[src/rtl/serial_pkg.sv]
// Shared definitions for the serial lane scheduler: FSM state encoding,
// requester identifiers and a counter-width helper.
package serial_pkg;

  typedef enum logic [1:0] {
    S_IDLE  = 2'd0,
    S_SHIFT = 2'd1,
    S_GAP   = 2'd2
  } state_t;

  localparam logic REQ0 = 1'b0;
  localparam logic REQ1 = 1'b1;

  // Width needed to count 0..n-1, never narrower than one bit.
  function automatic int cnt_w(input int n);
    return (n <= 2) ? 1 : $clog2(n);
  endfunction

endpackage

[src/rtl/rr_arb2.sv]
// Two-way round-robin arbiter. The grant is combinational. The last-grant
// pointer advances only when the granted word is actually accepted.
module rr_arb2
  import serial_pkg::*;
(
  input  logic       clk,
  input  logic       rst,
  input  logic [1:0] req,
  input  logic       en,
  input  logic       accept,
  output logic [1:0] gnt,
  output logic       last
);

  // One-hot grant; under contention, the requester not served last wins.
  always_comb begin
    gnt = 2'b00;
    if (en) begin
      case (req)
        2'b01:   gnt = 2'b01;
        2'b10:   gnt = 2'b10;
        2'b11:   gnt = (last == REQ1) ? 2'b01 : 2'b10;
        default: gnt = 2'b00;
      endcase
    end
  end

  // Pointer starts at REQ1 so requester 0 wins the first contention.
  always_ff @(posedge clk) begin
    if (rst)
      last <= REQ1;
    else if (accept)
      last <= gnt[1];
  end

endmodule

[src/rtl/serial_lane_sched.sv]
// Two-requester serial lane scheduler. It arbitrates round-robin between two
// parallel producers, captures the winning word and shifts it out MSB-first
// with frame-valid framing and a fixed inter-frame gap.
module serial_lane_sched
  import serial_pkg::*;
#(
  parameter int WIDTH = 4,
  parameter int GAP   = 1
) (
  input  logic             clk,
  input  logic             rst,
  input  logic             req0_valid,
  input  logic [WIDTH-1:0] req0_data,
  output logic             req0_ready,
  input  logic             req1_valid,
  input  logic [WIDTH-1:0] req1_data,
  output logic             req1_ready,
  output logic             sout,
  output logic             sout_en,
  output logic             frame_done,
  output logic             grant_id,
  output logic             busy
);

  localparam int CW = cnt_w(WIDTH);
  localparam int GW = cnt_w(GAP + 1);
  localparam logic [CW-1:0] BIT_LAST = CW'(WIDTH - 1);
  localparam logic [CW-1:0] BIT_PRE  = CW'(WIDTH - 2);
  localparam logic [GW-1:0] GAP_LAST = GW'(GAP - 1);

  state_t           state;
  state_t           state_nxt;
  logic [WIDTH-1:0] shreg;
  logic [CW-1:0]    bit_cnt;
  logic [GW-1:0]    gap_cnt;
  logic [1:0]       gnt;
  logic             xfer;
  logic             arb_last_unused;
  logic [WIDTH-1:0] win_data;

  rr_arb2 u_arb (
    .clk    (clk),
    .rst    (rst),
    .req    ({req1_valid, req0_valid}),
    .en     (state == S_IDLE),
    .accept (xfer),
    .gnt    (gnt),
    .last   (arb_last_unused)
  );

  assign req0_ready = gnt[0];
  assign req1_ready = gnt[1];
  assign xfer       = |gnt;
  assign win_data   = gnt[1] ? req1_data : req0_data;

  // Next-state logic: IDLE -> SHIFT on handshake, SHIFT -> GAP/IDLE after
  // the last bit, GAP -> IDLE after GAP idle cycles.
  always_comb begin
    state_nxt = state;
    case (state)
      S_IDLE:  if (xfer) state_nxt = S_SHIFT;
      S_SHIFT: if (bit_cnt == BIT_LAST) state_nxt = (GAP > 0) ? S_GAP : S_IDLE;
      S_GAP:   if (gap_cnt == GAP_LAST) state_nxt = S_IDLE;
      default: state_nxt = S_IDLE;
    endcase
  end

  // State register.
  always_ff @(posedge clk) begin
    if (rst)
      state <= S_IDLE;
    else
      state <= state_nxt;
  end

  // Shift register, counters and registered outputs. The MSB is presented at
  // the handshake edge so the first bit appears one cycle after the transfer;
  // bit_cnt always holds the index of the bit currently on sout.
  always_ff @(posedge clk) begin
    if (rst) begin
      shreg      <= '0;
      bit_cnt    <= '0;
      gap_cnt    <= '0;
      sout       <= 1'b0;
      sout_en    <= 1'b0;
      frame_done <= 1'b0;
      busy       <= 1'b0;
      grant_id   <= REQ0;
    end else begin
      sout       <= 1'b0;
      sout_en    <= 1'b0;
      frame_done <= 1'b0;
      case (state)
        S_IDLE: begin
          if (xfer) begin
            shreg    <= {win_data[WIDTH-2:0], 1'b0};
            sout     <= win_data[WIDTH-1];
            sout_en  <= 1'b1;
            busy     <= 1'b1;
            bit_cnt  <= '0;
            grant_id <= gnt[1] ? REQ1 : REQ0;
          end else begin
            busy <= 1'b0;
          end
        end
        S_SHIFT: begin
          if (bit_cnt != BIT_LAST) begin
            sout       <= shreg[WIDTH-1];
            shreg      <= {shreg[WIDTH-2:0], 1'b0};
            sout_en    <= 1'b1;
            bit_cnt    <= bit_cnt + 1'b1;
            frame_done <= (bit_cnt == BIT_PRE);
          end else begin
            gap_cnt <= '0;
            busy    <= (GAP > 0);
          end
        end
        S_GAP: begin
          gap_cnt <= gap_cnt + 1'b1;
          busy    <= (gap_cnt != GAP_LAST);
        end
        default: busy <= 1'b0;
      endcase
    end
  end

endmodule

[config.mk]
export PLATFORM = sky130hd
export DESIGN_NAME = serial_lane_sched
export DESIGN_NICKNAME = d
export VERILOG_FILES = /design/src/rtl/serial_pkg.sv /design/src/rtl/rr_arb2.sv /design/src/rtl/serial_lane_sched.sv
export SDC_FILE = /design/constraint.sdc
export NUM_CORES = 1
export LEC_CHECK = 0
export BUFFER_PORTS_ARGS = -buffer_cell sky130_fd_sc_hd__clkbuf_2
export CORE_UTILIZATION = 54
export DETAILED_ROUTE_END_ITERATION = 10
export GPL_TIMING_DRIVEN = 0
export PLACE_DENSITY = 0.81
export SYNTH_ARGS = -nofsm -noshare
export SYNTH_HDL_FRONTEND = slang
export SYNTH_SLANG_ARGS = --single-unit
[constraint.sdc]
create_clock -name clk -period 2.8 [get_ports clk]
set_clock_uncertainty 0.15 [all_clocks]
set_input_delay 0.28 -clock clk [delete_from_list [all_inputs] [get_ports clk]]
set_output_delay 0.28 -clock clk [all_outputs]
set_load 0.05 [all_outputs]
==> metrics.csv <==
stage;metric;value;unit
critical_path;crit_type;register to output pin;
placement;preCtsSetupSlack;1.026;ns
clock_network;post-cts-setup-buffers;0;
critical_path;crit_slowest_cell;or3b_1;
die;initial_core_util;59.35;%
synth;avgSynthCellArea;8.886;sq um
synth;syn-num-nets;102;
synth;synth_ff_type;dfxtp_1;
placement;portBuffers;17;
power_and_ir_drop;ir_worst_vdd;0.3930;mV
cells_and_area;drive_gt1_share;28.44;%
detailed_routing;route.detailed.drc;0;
detailed_routing;vias;746;
die;die_x;40.06;microns
critical_path;max_stage_delay;0.40;ns
clock_network;postCtsHoldBufs;0;
clock_network;cts_tree;done;
critical_path;path_cells;buf_6, or3b_1, a21oi_1, clkbuf_2;
clock_network;clock_latency;0.29;ns
clock_network;clkTransAtPathRegs;0.09;ns
timing;slew_headroom;72.08;%
timing;whs;0.09301;ns
clock_network;htree_levels;1;
timing;hold_violations;0;
timing;fin_crit_sh;74.78;%
global_route;grt-ovfl-total;0;
die;die_height;40.06;microns
critical_path;startpoint_type;register;
power_and_ir_drop;power;0.4638;mW
synth;yosys_warnings;0;
power_and_ir_drop;leakagePower;0.4229;nW
timing;finalMaxSlewViolations;0;
clock_network;cts-root-buf;clkbuf_4;
global_route;antenna_found_initial;0;
cells_and_area;fin_nets;124;
placement;routabilityCongestion;0.7465;
synth;seq_area_frac_synth;35.84;%
job;cap_violations;0;
power_and_ir_drop;p_per_area;503.0;nW/um^2
timing;worst_slew_pin_slew;0.4188;ns
die;rows;13;
cells_and_area;fin_util;69.99;%
synth;ys_types;39;
die;ios;19;
cells_and_area;diodes;0;
timing;fin_crit;2.094;ns
synth;synth_edf_count;0;
die;core_area;1318;sq um
critical_path;critPathMaxFanout;10;
clock_network;cts_made_buffers;3;
clock_network;cts_buffer_depth;2;
critical_path;worstPathArrival;1.66;ns
detailed_routing;post_drt_via_cell_ratio;6.016;
global_route;grt_pass1_wl;2.677;mm
synth;synthCells;88;
timing;setup_viol;0;
detailed_routing;drtIter0Drc;13;
timing;setup-tns-final;0;ns
die;die_area;1604;sq um
timing;fmax;477.6;MHz
placement;dpl.hpwl;1.298;mm
critical_path;end_kind;output pin;
timing;setup_slack;0.7062;ns
clock_network;cts.sinks;14;
global_route;grt_max_degree;11;
timing;rsz0062_at_grt;false;
synth;ys_ff_latch;14;
global_route;grt_pass1_vias;603;
detailed_routing;routedWlPerCell;14.34;microns
synth;synth_area;782.0;sq um
detailed_routing;firstDrtPassIters;4;
critical_path;required;2.37;ns
synth;synthArstFlopShare;0;%
global_route;grt.total_usage;26.28;%
clock_network;cts_resized;0;
detailed_routing;ant_nets;0;
detailed_routing;wl;1.778;mm
run_status;status;completed;
worst_hold_path;min_path_type;primary input to register;
cells_and_area;area_growth;17.92;%
## final timing paths
check	start	end	slack, ns	cells past startpoint
worst max-delay path	state[0]	req0_ready	0.71	4
worst max register to register	bit_cnt[1]	shreg[1]	1.22	4
worst min register to register	shreg[2]	shreg[2]	0.34	2
worst min-delay path	req0_data[3]	sout	0.09	3
## synth_stat cells (all sizes together), types with 3 or more instances
cell,n,area (sq um)
a21oi,3,15.01
and2,3,18.77
buf,5,38.78
dfxtp,14,280.3
inv,8,30.03
nand2,4,15.01
nand4,3,18.77
nor2,6,22.52
nor3,3,25.02
nor3b,3,27.52
nor4,4,25.02
## worst max-delay path: cells and delay by family (launching register included)
| family | cells | cell delay (ns) |
|---|---|---|
| AOI/OAI and AO/OA | 1 | 0.13 |
| buffers and inverters | 2 | 0.46 |
| and+or+nand+nor | 1 | 0.40 |
| DFF | 1 | 0.39 |
## routing by layer
| metal | share of wire (%) | vias to the layer above | GRT usage (%) |
|---|---|---|---|
| met5 | 0 | - | 0 |
| met4 | 2.0 | 0 | 12.93 |
| met3 | 4.0 | 6 | 8.333 |
| met2 | 47 | 24 | 44.76 |
| met1 | 47 | 347 | 29.11 |
| li1 | - | 369 | - |
## report_power, final
group / internal [mW] / total [mW] / switching [mW]
clock network: 0.0792 / 0.150 / 0.0707
registers: 0.211 / 0.219 / 0.00770
logic: 0.0346 / 0.0954 / 0.0608
## logic make-up (layout without fill, tap and decap cells)
logic type	count (synthesis)	in the layout	share of synthesized area (%)
adder cells (fa/ha/maj)	2	2	3.199
AO/OA/AOI/OAI	22	22	22.24
buffers and inverters	13	34	8.799
AND/OR/NAND/NOR	37	37	29.92
flip-flops	14	14	35.84
## flip-flops by register name (all words and copies together) (netlist names)
register / count
gap_cnt: 1
u_arb.last: 1
frame_done: 1
busy: 1
sout_en: 1
bit_cnt: 2
state: 2
sout: 1
shreg: 3
grant_id: 1
## final cells by class
| class | instances | area [sq um] |
|---|---|---|
| inverter | 8 | 30.03 |
| buffer | 5 | 38.79 |
| tap | 15 | 18.77 |
| clock buffer | 4 | 36.28 |
| timing repair buffer | 17 | 85.08 |
| fill | 107 | 395.4 |
| multi-input combinational | 61 | 432.9 |
| sequential | 14 | 280.3 |
## metrics by stage
stage          std cells  cell area (sq um)
2_1_floorplan         88              782.0
3_3_place_gp         120              885.9
3_5_place_dp         120              885.9
4_1_cts              124              922.1
5_1_grt              124              922.1
6_report             124              922.1
## layout by cell type (no fill, tap or decap), drive strengths merged, types with 2 or more instances in the layout
cell	instances
nor2b	2
o32ai	2
a211oi	2
o31ai	2
nand3	2
o21ai	2
a21oi	3
nor2	6
buf	5
nand4	3
dfxtp	14
nor3b	3
nor3	3
and3b	2
and2	3
a22oi	2
nor4	4
nand2	4
o21ba	2
ha	2
clkbuf	21
inv	8
o2111ai	2
No activity file was read; power rests on OpenSTA's default activity.
